File: src/rtl/core_hazard_ctrl_if.sv
// Hazard controller handshake bundle: decode/execute/cache status in, stall/kill/redirect out.
// The master modport belongs to the pipeline and the slave modport to core_hazard_ctrl.
interface core_hazard_ctrl_if #(
  parameter int unsigned REG_AW = 5
);
  logic              hz_dec_val_in;
  logic [1:0]        hz_dec_cmd_in;
  logic [REG_AW-1:0] hz_dec_rs1_in;
  logic [REG_AW-1:0] hz_dec_rs2_in;
  logic              hz_dec_rs1_use_in;
  logic              hz_dec_rs2_use_in;
  logic [REG_AW-1:0] hz_dec_rd_in;
  logic              hz_dec_we_in;
  logic              hz_exe_brnch_taken_in;
  logic              hz_l1i_ack_in;
  logic              hz_l1d_req_in;
  logic              hz_l1d_ack_in;

  logic              hz_pc_stall_out;
  logic              hz_pc_redirect_out;
  logic              hz_fd_stall_out;
  logic              hz_fd_kill_out;
  logic              hz_de_stall_out;
  logic              hz_de_kill_out;
  logic              hz_em_stall_out;
  logic              hz_mw_stall_out;
  logic              hz_mw_kill_out;

  modport master (
    output hz_dec_val_in, hz_dec_cmd_in, hz_dec_rs1_in, hz_dec_rs2_in,
           hz_dec_rs1_use_in, hz_dec_rs2_use_in, hz_dec_rd_in, hz_dec_we_in,
           hz_exe_brnch_taken_in, hz_l1i_ack_in, hz_l1d_req_in, hz_l1d_ack_in,
    input  hz_pc_stall_out, hz_pc_redirect_out, hz_fd_stall_out, hz_fd_kill_out,
           hz_de_stall_out, hz_de_kill_out, hz_em_stall_out, hz_mw_stall_out,
           hz_mw_kill_out
  );

  modport slave (
    input  hz_dec_val_in, hz_dec_cmd_in, hz_dec_rs1_in, hz_dec_rs2_in,
           hz_dec_rs1_use_in, hz_dec_rs2_use_in, hz_dec_rd_in, hz_dec_we_in,
           hz_exe_brnch_taken_in, hz_l1i_ack_in, hz_l1d_req_in, hz_l1d_ack_in,
    output hz_pc_stall_out, hz_pc_redirect_out, hz_fd_stall_out, hz_fd_kill_out,
           hz_de_stall_out, hz_de_kill_out, hz_em_stall_out, hz_mw_stall_out,
           hz_mw_kill_out
  );
endinterface

File: src/rtl/core_hazard_ctrl.sv
// Selen 5-stage pipeline hazard/stall controller with an E-stage shadow of the decoded instr.
// Define CORE_HZRD_PERF_EN to add saturating stall/flush performance counters.
module core_hazard_ctrl #(
  parameter int unsigned REG_AW = 5
`ifdef CORE_HZRD_PERF_EN
  , parameter int unsigned CNT_W = 32
`endif
) (
  input  logic               clk,
  input  logic               rst_n,
  core_hazard_ctrl_if.slave  hz_if
`ifdef CORE_HZRD_PERF_EN
  , output logic [CNT_W-1:0] hz_perf_stall_cnt_out
  , output logic [CNT_W-1:0] hz_perf_flush_cnt_out
`endif
);

  localparam logic [1:0] CmdOther = 2'b00;
  localparam logic [1:0] CmdBrnch = 2'b01;
  localparam logic [1:0] CmdJump  = 2'b10;
  localparam logic [1:0] CmdLoad  = 2'b11;

  typedef enum logic {StRun, StMemWait} state_e;

  state_e            state_q;
  logic              exe_val_q, exe_val_d;
  logic [1:0]        exe_cmd_q, exe_cmd_d;
  logic [REG_AW-1:0] exe_rd_q,  exe_rd_d;
  logic              exe_we_q,  exe_we_d;

  logic dwait, redirect_hit, load_use;
  logic pc_stall, pc_redirect, fd_stall, fd_kill, de_stall, de_kill, em_stall, mw_stall, mw_kill;

  assign dwait = hz_if.hz_l1d_req_in & ~hz_if.hz_l1d_ack_in;

  assign redirect_hit = exe_val_q & ((exe_cmd_q == CmdJump) |
                        ((exe_cmd_q == CmdBrnch) & hz_if.hz_exe_brnch_taken_in));

  assign load_use = exe_val_q & (exe_cmd_q == CmdLoad) & exe_we_q & (exe_rd_q != '0) &
                    hz_if.hz_dec_val_in &
                    ((hz_if.hz_dec_rs1_use_in & (hz_if.hz_dec_rs1_in == exe_rd_q)) |
                     (hz_if.hz_dec_rs2_use_in & (hz_if.hz_dec_rs2_in == exe_rd_q)));

  always_comb begin
    pc_stall    = 1'b0;
    pc_redirect = 1'b0;
    fd_stall    = 1'b0;
    fd_kill     = 1'b0;
    de_stall    = 1'b0;
    de_kill     = 1'b0;
    em_stall    = 1'b0;
    mw_stall    = 1'b0;
    mw_kill     = 1'b0;
    if (!rst_n) begin
      fd_kill = 1'b1;
      de_kill = 1'b1;
      mw_kill = 1'b1;
    end else if (dwait) begin
      // Freeze everything; the shadow holds so a pending redirect/load-use fires after the ack.
      pc_stall = 1'b1;
      fd_stall = 1'b1;
      de_stall = 1'b1;
      em_stall = 1'b1;
      mw_stall = 1'b1;
      mw_kill  = 1'b1;
    end else if (redirect_hit) begin
      pc_redirect = 1'b1;
      fd_kill     = 1'b1;
      de_kill     = 1'b1;
    end else if (load_use) begin
      pc_stall = 1'b1;
      fd_stall = 1'b1;
      de_kill  = 1'b1;
    end else if (!hz_if.hz_l1i_ack_in) begin
      pc_stall = 1'b1;
      fd_kill  = 1'b1;
    end
  end

  assign hz_if.hz_pc_stall_out    = pc_stall;
  assign hz_if.hz_pc_redirect_out = pc_redirect;
  assign hz_if.hz_fd_stall_out    = fd_stall;
  assign hz_if.hz_fd_kill_out     = fd_kill;
  assign hz_if.hz_de_stall_out    = de_stall;
  assign hz_if.hz_de_kill_out     = de_kill;
  assign hz_if.hz_em_stall_out    = em_stall;
  assign hz_if.hz_mw_stall_out    = mw_stall;
  assign hz_if.hz_mw_kill_out     = mw_kill;

  always_comb begin
    exe_val_d = exe_val_q;
    exe_cmd_d = exe_cmd_q;
    exe_rd_d  = exe_rd_q;
    exe_we_d  = exe_we_q;
    if (de_kill) begin
      exe_val_d = 1'b0;
      exe_cmd_d = CmdOther;
    end else if (!de_stall) begin
      exe_val_d = hz_if.hz_dec_val_in;
      exe_cmd_d = hz_if.hz_dec_cmd_in;
      exe_rd_d  = hz_if.hz_dec_rd_in;
      exe_we_d  = hz_if.hz_dec_we_in;
    end
  end

  always_ff @(posedge clk or negedge rst_n) begin
    if (!rst_n) begin
      exe_val_q <= 1'b0;
      exe_cmd_q <= CmdOther;
      exe_rd_q  <= '0;
      exe_we_q  <= 1'b0;
    end else begin
      exe_val_q <= exe_val_d;
      exe_cmd_q <= exe_cmd_d;
      exe_rd_q  <= exe_rd_d;
      exe_we_q  <= exe_we_d;
    end
  end

  always_ff @(posedge clk or negedge rst_n) begin
    if (!rst_n) begin
      state_q <= StRun;
    end else begin
      unique case (state_q)
        StRun:     if (dwait) state_q <= StMemWait;
        StMemWait: if (hz_if.hz_l1d_ack_in) state_q <= StRun;
        default:   state_q <= StRun;
      endcase
    end
  end

`ifdef CORE_HZRD_PERF_EN
  logic [CNT_W-1:0] stall_cnt_q, flush_cnt_q;

  always_ff @(posedge clk or negedge rst_n) begin
    if (!rst_n) begin
      stall_cnt_q <= '0;
      flush_cnt_q <= '0;
    end else begin
      if (pc_stall && (stall_cnt_q != '1)) stall_cnt_q <= stall_cnt_q + 1'b1;
      if (pc_redirect && (flush_cnt_q != '1)) flush_cnt_q <= flush_cnt_q + 1'b1;
    end
  end

  assign hz_perf_stall_cnt_out = stall_cnt_q;
  assign hz_perf_flush_cnt_out = flush_cnt_q;
`endif

endmodule

File: src/flat_wrapper.sv
// flat-port wrapper written by rule: the top's interface ports become plain ports
module core_hazard_ctrl_flat 
#(
  parameter int unsigned REG_AW = 5

)
  (clk, rst_n, hz_if_hz_dec_val_in, hz_if_hz_dec_cmd_in, hz_if_hz_dec_rs1_in, hz_if_hz_dec_rs2_in, hz_if_hz_dec_rs1_use_in, hz_if_hz_dec_rs2_use_in, hz_if_hz_dec_rd_in, hz_if_hz_dec_we_in, hz_if_hz_exe_brnch_taken_in, hz_if_hz_l1i_ack_in, hz_if_hz_l1d_req_in, hz_if_hz_l1d_ack_in, hz_if_hz_pc_stall_out, hz_if_hz_pc_redirect_out, hz_if_hz_fd_stall_out, hz_if_hz_fd_kill_out, hz_if_hz_de_stall_out, hz_if_hz_de_kill_out, hz_if_hz_em_stall_out, hz_if_hz_mw_stall_out, hz_if_hz_mw_kill_out);
  core_hazard_ctrl_if #(.REG_AW(REG_AW)) hz_if_i ();
  input  logic clk;
  input  logic rst_n;
  input wire logic [$bits(hz_if_i.hz_dec_val_in)-1:0] hz_if_hz_dec_val_in;
  input wire logic [$bits(hz_if_i.hz_dec_cmd_in)-1:0] hz_if_hz_dec_cmd_in;
  input wire logic [$bits(hz_if_i.hz_dec_rs1_in)-1:0] hz_if_hz_dec_rs1_in;
  input wire logic [$bits(hz_if_i.hz_dec_rs2_in)-1:0] hz_if_hz_dec_rs2_in;
  input wire logic [$bits(hz_if_i.hz_dec_rs1_use_in)-1:0] hz_if_hz_dec_rs1_use_in;
  input wire logic [$bits(hz_if_i.hz_dec_rs2_use_in)-1:0] hz_if_hz_dec_rs2_use_in;
  input wire logic [$bits(hz_if_i.hz_dec_rd_in)-1:0] hz_if_hz_dec_rd_in;
  input wire logic [$bits(hz_if_i.hz_dec_we_in)-1:0] hz_if_hz_dec_we_in;
  input wire logic [$bits(hz_if_i.hz_exe_brnch_taken_in)-1:0] hz_if_hz_exe_brnch_taken_in;
  input wire logic [$bits(hz_if_i.hz_l1i_ack_in)-1:0] hz_if_hz_l1i_ack_in;
  input wire logic [$bits(hz_if_i.hz_l1d_req_in)-1:0] hz_if_hz_l1d_req_in;
  input wire logic [$bits(hz_if_i.hz_l1d_ack_in)-1:0] hz_if_hz_l1d_ack_in;
  output wire logic [$bits(hz_if_i.hz_pc_stall_out)-1:0] hz_if_hz_pc_stall_out;
  output wire logic [$bits(hz_if_i.hz_pc_redirect_out)-1:0] hz_if_hz_pc_redirect_out;
  output wire logic [$bits(hz_if_i.hz_fd_stall_out)-1:0] hz_if_hz_fd_stall_out;
  output wire logic [$bits(hz_if_i.hz_fd_kill_out)-1:0] hz_if_hz_fd_kill_out;
  output wire logic [$bits(hz_if_i.hz_de_stall_out)-1:0] hz_if_hz_de_stall_out;
  output wire logic [$bits(hz_if_i.hz_de_kill_out)-1:0] hz_if_hz_de_kill_out;
  output wire logic [$bits(hz_if_i.hz_em_stall_out)-1:0] hz_if_hz_em_stall_out;
  output wire logic [$bits(hz_if_i.hz_mw_stall_out)-1:0] hz_if_hz_mw_stall_out;
  output wire logic [$bits(hz_if_i.hz_mw_kill_out)-1:0] hz_if_hz_mw_kill_out;
  assign hz_if_i.hz_dec_val_in = hz_if_hz_dec_val_in;
  assign hz_if_i.hz_dec_cmd_in = hz_if_hz_dec_cmd_in;
  assign hz_if_i.hz_dec_rs1_in = hz_if_hz_dec_rs1_in;
  assign hz_if_i.hz_dec_rs2_in = hz_if_hz_dec_rs2_in;
  assign hz_if_i.hz_dec_rs1_use_in = hz_if_hz_dec_rs1_use_in;
  assign hz_if_i.hz_dec_rs2_use_in = hz_if_hz_dec_rs2_use_in;
  assign hz_if_i.hz_dec_rd_in = hz_if_hz_dec_rd_in;
  assign hz_if_i.hz_dec_we_in = hz_if_hz_dec_we_in;
  assign hz_if_i.hz_exe_brnch_taken_in = hz_if_hz_exe_brnch_taken_in;
  assign hz_if_i.hz_l1i_ack_in = hz_if_hz_l1i_ack_in;
  assign hz_if_i.hz_l1d_req_in = hz_if_hz_l1d_req_in;
  assign hz_if_i.hz_l1d_ack_in = hz_if_hz_l1d_ack_in;
  assign hz_if_hz_pc_stall_out = hz_if_i.hz_pc_stall_out;
  assign hz_if_hz_pc_redirect_out = hz_if_i.hz_pc_redirect_out;
  assign hz_if_hz_fd_stall_out = hz_if_i.hz_fd_stall_out;
  assign hz_if_hz_fd_kill_out = hz_if_i.hz_fd_kill_out;
  assign hz_if_hz_de_stall_out = hz_if_i.hz_de_stall_out;
  assign hz_if_hz_de_kill_out = hz_if_i.hz_de_kill_out;
  assign hz_if_hz_em_stall_out = hz_if_i.hz_em_stall_out;
  assign hz_if_hz_mw_stall_out = hz_if_i.hz_mw_stall_out;
  assign hz_if_hz_mw_kill_out = hz_if_i.hz_mw_kill_out;
  core_hazard_ctrl #(.REG_AW(REG_AW)) u_core (.clk(clk), .rst_n(rst_n), .hz_if(hz_if_i));
endmodule
File: config.mk
export PLATFORM = sky130hd
export DESIGN_NAME = core_hazard_ctrl_flat
export DESIGN_NICKNAME = d
export VERILOG_FILES = /design/src/rtl/core_hazard_ctrl_if.sv /design/src/rtl/core_hazard_ctrl.sv /design/src/flat_wrapper.sv
export SDC_FILE = /design/constraint.sdc
export NUM_CORES = 1
export LEC_CHECK = 0
export BUFFER_PORTS_ARGS = -buffer_cell sky130_fd_sc_hd__buf_4
export CORE_UTILIZATION = 41
export CTS_CLUSTER_SIZE = 16
export DETAILED_ROUTE_END_ITERATION = 8
export PLACE_DENSITY = 0.77
export SLEW_MARGIN = 0
export SYNTH_ARGS = -nofsm -noshare
export SYNTH_HDL_FRONTEND = slang
export SYNTH_SLANG_ARGS = --single-unit
File: constraint.sdc
create_clock -name clk -period 2.49 [get_ports clk]
set_clock_uncertainty 0.2 [all_clocks]
set_input_delay 0.498 -clock clk [delete_from_list [all_inputs] [get_ports clk]]
set_output_delay 0.498 -clock clk [all_outputs]
set_load 0.005 [all_outputs]
==> results by group, run 1 <==
Synthesis
  • Mapped Area: 588 um^2
  • Post-synth EDFFs: 0
  • Ys Warns: 0
  • Post-Synthesis Cells: 58
  • Post-synthesis net count: 85
  • Async S/R FF share, synth: 1.00
  • Post-synth top area cell: dfrtp_1
  • Top cells by area, synth: dfrtp_1 38%, xnor2_1 15%, mux2_2 11%, a22o_1 4.5%, a211oi_4 3.4%
  • Top_reg_cell synth: dfrtp_1
  • Synth top area share: 0.383
  • Seq/Total Area, Yosys: 0.383
  • FF+latch count, synth: 9
  • Synth Area per Inst: 10.1 um^2
  • Library cells used by synthesis: 23

Detailed routing
  • Detailed-route via count: 564
  • DRC: 0
  • Antenna violation net count after detailed routing: 0
  • Vias/cell: 5.04
  • Drt total wl: 1310 um
  • Drt pass-1 iters: 4
  • Post-DR wirelength/cell: 11.7 um
  • Initial DRC Count: 7

Timing
  • Fmax: 419 MHz
  • Tcrit/Tclk final: 0.958
  • Worst-margin pin slew: 469 ps
  • Fin. max-slew vios: 0
  • Final hold violation count: 0
  • Slew headroom: 0.686
  • Final Setup Violations: 0
  • Minimum clock period: 2390 ps

CTS
  • H-tree depth: 1
  • Worst-path clk slew: 60 ps
  • TritonCTS clock tree: done
  • Clk buf depth: 2
  • Number of buffers created by CTS: 3
  • Clk sinks: 9
  • Clock root cell: clkbuf_4
  • Clk_lat worst skew: 260 ps

Global routing
  • First-pass GRT wire length: 1840 um
  • GRT Residual Overflow: 0
  • Initial antenna violation count: 0
  • GRT Overall Usage: 0.176
  • Pin count of the biggest net entering global routing: 10
  • Vias in the first global route: 461

Placement
  • DP HPWL: 1040 um
  • GP Congestion: 0.614
  • Port Buffer Count: 35
  • Cell Area, Placed: 862 um^2

Worst setup path
  • Startpoint Class: register
  • Critical Path AT: 1690 ps
  • Worst R2R Start: u_core.exe_cmd_q[0]
  • Crit-path max FO: 4
  • RR Endpoint: u_core.exe_rd_q[2]
  • Crit. End Element: output pin
  • R2r setup slk: 440 ps
  • Crit Path Category: register to output pin
  • CP Data Required Time: 1790 ps
  • R2R depth: 5

Worst hold path
  • Worst Hold Class: input port to register
  • Hold EP: u_core.exe_cmd_q[1]
  • Hold path cells: 2
  • Hold_sp: hz_if_hz_dec_cmd_in[1]

Finish
  • Final #Nets: 125
  • Post-route cell area: 902 um^2
  • Synth-to-layout area growth: 53.4%
  • Layout cell share with drive strength beyond 1: 0.505
  • Antenna fix cells: 0
  • Post-layout util: 0.685

Power and ir drop
  • Sw frac: 0.269
  • Total power: 0.000423 W
  • Sw Pwr: 0.000114 W
  • Comb power frac: 0.300
  • Clock group share of total power: 0.259
  • Peak supply drop: 298 uV
  • Leakage Power: 0.429 nW
  • Seq pwr share: 0.440
  • Power Internal: 0.000309 W
  • Power density cells: 469 nW/um^2

Floorplanning
  • Row cnt: 13
  • Die area: 1590 um^2
  • I/O pin total: 36
  • Starting Density: 0.446
  • Core area: 1320 um^2
  • DIE WIDTH: 39.9 um
  • Die H: 39.9 um

Run
  • Max-capacitance violation count: 0

Run status
  • Outcome: complete, no violations
state kept, by name, summed over array words and instances, names as in the netlist:
name and count:
u_core.exe_cmd_q 2, u_core.exe_rd_q 5, u_core.exe_val_q 1, u_core.exe_we_q 1
layout by cell type (no fill, tap or decap), types with 2 or more instances in the layout:
master	count
nand4_1	2
nand2_1	4
clkbuf_4	3
a22o_1	3
nor2b_1	2
o21ai_1	2
mux2_2	6
a21oi_1	2
nor2_1	4
dfrtp_1	8
buf_4	36
xnor2_1	10
power by group through the flow:
stage,logic (W),clock network [W],registers (W)
3_5_place_dp,0.000126,0,0.000189
3_3_place_gp,0.000123,0,0.000188
4_1_cts,0.000128,0.000113,0.000186
2_1_floorplan,0.0000729,0,0.000183
5_1_grt,0.000140,0.000119,0.000190
6_report,0.000127,0.000110,0.000186
logic make-up (layout without fill, tap and decap cells):
kind of cell	Yosys count	count (layout)	synth area share
AO/OA/AOI/OAI	11	11	0.157
XOR/XNOR	10	10	0.149
buffers and inverters	3	42	0.0319
flip-flops	9	9	0.383
multiplexers	6	6	0.115
AND/OR/NAND/NOR	19	19	0.164
area by class of cell:
| class | count | area (um^2) |
|---|---|---|
| sequential | 9 | 226 |
| multi-input combinational | 46 | 347 |
| inverter | 1 | 3.75 |
| clock buffer | 4 | 26.3 |
| tap | 15 | 18.8 |
| fill | 108 | 415 |
| timing repair buffer | 37 | 280 |
synthesized netlist by cell type, drive strengths merged (2+ instances only):
library cell and instances:
a21oi 2, o21ai 2, buf 2, nor2 4
dfrtp 9, nor2b 2, nand2 5, mux2 6
a22o 3, xnor2 10, nand4 2
metrics by stage:
| step | hold WS, ps | cells | setup slack [ps] | setup TNS (ps) |
|---|---|---|---|---|
| global route | 263 | 112 | -23.8 | -51.0 |
| CTS | 262 | 112 | 55.3 | 0 |
| finish | 259 | 112 | 105 | 0 |
| global placement | 142 | 107 | 241 | 0 |
| floorplan | 2.41 | 58 | 481 | 0 |
| detailed placement | 141 | 107 | 194 | 0 |
routing by layer:
layer,vias up,global-route usage,routed length [um],part of all wire
met5,-,0,0,0
met4,0,0.0776,14,0.011
met3,2,0.0170,103,0.079
met2,26,0.290,641,0.49
met1,256,0.226,549,0.42
li1,280,-,-,-
worst max-delay path by stage:
stage                                        to  cells after the start  slack, ps                   startpoint
after floorplan           hz_if_hz_pc_stall_out                      5        480          hz_if_hz_l1d_req_in
after global placement       u_core.exe_rd_q[3]                      6        240  hz_if_hz_exe_brnch_taken_in
after detailed placement  hz_if_hz_pc_stall_out                      7        190       hz_if_hz_dec_rs1_in[4]
after CTS                 hz_if_hz_fd_stall_out                      6         60           u_core.exe_rd_q[4]
after global routing      hz_if_hz_pc_stall_out                      6        -20           u_core.exe_rd_q[4]
final                      hz_if_hz_de_kill_out                      6        100           u_core.exe_rd_q[4]
worst max-delay path, cell delays in order, from the launching register on:
cell     delay [ps]
dfrtp_2         440
xnor2_1         170
nand4_1         120
o22ai_2         250
nand2_2         130
a21oi_1         180
buf_4           130
what timing repair did:
item                       in CTS  in global routing
hold endpoints to repair        9                  0
resized for setup               0                  3
hold buffers                    1                  0
setup endpoints to repair       0                  4
buffers inserted                0                  0
Note: power is estimated with default switching activity, not from simulation.
==> run 2: changes to the inputs <==
--- a/config.mk
+++ b/config.mk
@@ -5,11 +5,11 @@
 export SDC_FILE = /design/constraint.sdc
 export NUM_CORES = 1
 export LEC_CHECK = 0
-export BUFFER_PORTS_ARGS = -buffer_cell sky130_fd_sc_hd__buf_4
-export CORE_UTILIZATION = 41
+export CORE_AREA = 2 2 39 41
 export CTS_CLUSTER_SIZE = 16
 export DETAILED_ROUTE_END_ITERATION = 8
-export PLACE_DENSITY = 0.77
+export DIE_AREA = 0 0 41 43
+export DONT_BUFFER_PORTS = 1
 export SLEW_MARGIN = 0
 export SYNTH_ARGS = -nofsm -noshare
 export SYNTH_HDL_FRONTEND = slang
==> run 2 against run 1 <==
Die area rose by 11%. Routed wire length is 8.8% lower. Clock power hardly changed. Global-route usage fell by 1.3 points. Sequential power hardly changed. Setup slack better by 130 ps. First-iteration DRC count shrank 71%. Total power down 10%. Clock-buffer cell count unchanged. Final cell count down 29%. Maximum frequency is 5.9% higher. Combinational power shrank 34%. Critical path type unchanged. Largest power group unchanged.
==> results by group, run 2 (synthesis gave the netlist of run 1 again) <==
Floorplanning
  • I/O pin total: 36
  • Starting Density: 0.425
  • Row cnt: 14
  • Die H: 43 um
  • DIE WIDTH: 41 um
  • Core area: 1380 um^2
  • Die area: 1760 um^2

CTS
  • Worst-path clk slew: 60 ps
  • Number of buffers created by CTS: 3
  • Clk sinks: 9
  • TritonCTS clock tree: done
  • Clock root cell: clkbuf_4
  • H-tree depth: 1
  • Clk buf depth: 2
  • Clk_lat worst skew: 260 ps

Detailed routing
  • DR WL met3: 108 um
  • Metal2 WL: 609 um
  • DR top layer: met4
  • Antenna violation net count after detailed routing: 0
  • Detailed-route via count: 434
  • Post-DR wirelength/cell: 15.1 um
  • Drt pass-1 iters: 4
  • Initial DRC Count: 2
  • Routed met1 length: 461 um
  • Drt total wl: 1190 um
  • Vias/cell: 5.49
  • DRC: 0

Global routing
  • First-pass GRT wire length: 1850 um
  • Pin count of the biggest net entering global routing: 10
  • Initial antenna violation count: 0
  • GRT Overall Usage: 0.163
  • Vias in the first global route: 443
  • GRT Residual Overflow: 0

Timing
  • Fmax: 444 MHz
  • Minimum clock period: 2250 ps
  • Fin. max-slew vios: 0
  • Slew headroom: 0.694
  • Worst setup margin: 237 ps
  • Post-Route Setup TNS: 0 ps
  • Final Setup Violations: 0
  • Tcrit/Tclk final: 0.905
  • RSZ-0062 raised after global routing: false
  • Worst-margin pin slew: 458 ps
  • Final hold violation count: 0

Finish
  • Leading cell type in the layout, fill and taps excluded: xnor2_1
  • Final #Nets: 91
  • Reg area: 225 um^2
  • Non-filler cells, final: 79
  • Layout cell share with drive strength beyond 1: 0.206
  • Synth-to-layout area growth: 9.57%
  • Filler cells: 146
  • Most frequent cells in the layout: 10 x xnor2_1, 9 x dfrtp_1, 6 x mux2_2
  • Registers with the most flip-flops: u_core.exe_rd_q x5, u_core.exe_cmd_q x2
  • Multi-input gate area: 344 um^2
  • Antenna fix cells: 0
  • Most flops, register: u_core.exe_rd_q
  • Max FFs per register: 5

Worst setup path
  • Crit path from: u_core.exe_cmd_q[0]
  • Slowest stage delay, CP: 380 ps
  • RR Endpoint: u_core.exe_rd_q[2]
  • CP Data Required Time: 1790 ps
  • Crit Path Category: register to output pin
  • R2R depth: 6
  • R2r setup slk: 410 ps
  • Crit. End Element: output pin
  • CP cell instances: and3_1 -> nand3_1 -> a21oi_1 -> nand2_1 -> a31oi_1
  • Crit-path max FO: 4
  • Worst R2R Start: u_core.exe_rd_q[1]
  • Startpoint Class: register
  • CP Capture Point: hz_if_hz_pc_stall_out
  • Critical Path AT: 1550 ps
  • Max stage delay cell, worst path: dfrtp_1

Placement
  • Placed insts: 73
  • Setup WS pre-CTS: 331 ps
  • DP HPWL: 963 um
  • GP Congestion: 0.690
  • Port Buffer Count: 0

Power and ir drop
  • Leakage Power: 0.264 nW
  • Peak supply drop: 287 uV
  • Power density cells: 589 nW/um^2

Run
  • Max-capacitance violation count: 0

Worst hold path
  • Worst Hold Class: input port to register

Run status
  • Outcome: complete, no violations
-- run 2: cell count changes in the layout (fill, tap and decap cells not counted) --
| cell | change |
|---|---|
| buf_4 | -34 |
| dfrtp_1 | +1 |
| dfrtp_2 | -1 |
| nand2_1 | +1 |
| nand2_2 | -1 |
-- run 2: critical path, delay by kind of cell (launching register included) --
family | cells | cell delay (ps)
DFF | 1 | 380
and+or+nand+nor | 3 | 410
AOI/OAI and AO/OA | 2 | 500
-- run 2: area by class of cell --
class / instances / area share
multi-input cells: 46 / 0.534
flip-flops and latches: 9 / 0.350
clock buffers: 4 / 0.0408
repair buffers: 3 / 0.0388
well taps: 16 / 0.0311
inverters: 1 / 0.00583
-- run 2: worst min-delay path by stage --
stage	from	end	slack, ps	cells past startpoint
floorplan	rst_n	u_core.exe_cmd_q[0]	2	0
global placement	rst_n	u_core.exe_rd_q[4]	3	0
detailed placement	rst_n	u_core.exe_rd_q[2]	3	0
CTS	hz_if_hz_dec_val_in	u_core.exe_val_q	150	1
global route	hz_if_hz_dec_val_in	u_core.exe_val_q	150	1
finish	hz_if_hz_dec_val_in	u_core.exe_val_q	170	1
-- run 2: power breakdown --
group          total [W]  switching [W]  leakage, nW  internal, W
sequential      0.000185      0.0000211        0.110     0.000164
combinational  0.0000841      0.0000336        0.139    0.0000504
clock           0.000110      0.0000483       0.0150    0.0000616
total           0.000379       0.000103        0.264     0.000276
-- run 2: metrics by stage --
stage / instance area [um^2] / power, W / hold WS, ps / util
final: 644 / 0.000379 / 167 / 0.466
after global routing: 644 / 0.000410 / 148 / 0.466
after CTS: 637 / 0.000388 / 154 / 0.460
after detailed placement: 601 / 0.000268 / 2.73 / 0.434
after global placement: 601 / 0.000266 / 2.73 / 0.434
after floorplan: 588 / 0.000256 / 2.41 / -
-- run 2: layer usage --
layer | track usage | up-vias
met3 | 0.0524 | 2
li1 | - | 213
met2 | 0.222 | 16
met5 | 0 | -
met4 | 0.140 | 0
met1 | 0.195 | 203
-- run 2: what timing repair did --
action | 4_1_cts | 5_1_grt
setup buffers | 0 | 1
setup endpoints to repair | 0 | 4
hold buffers | 1 | 0
hold endpoints to repair | 9 | 0
resized for setup | 0 | 1
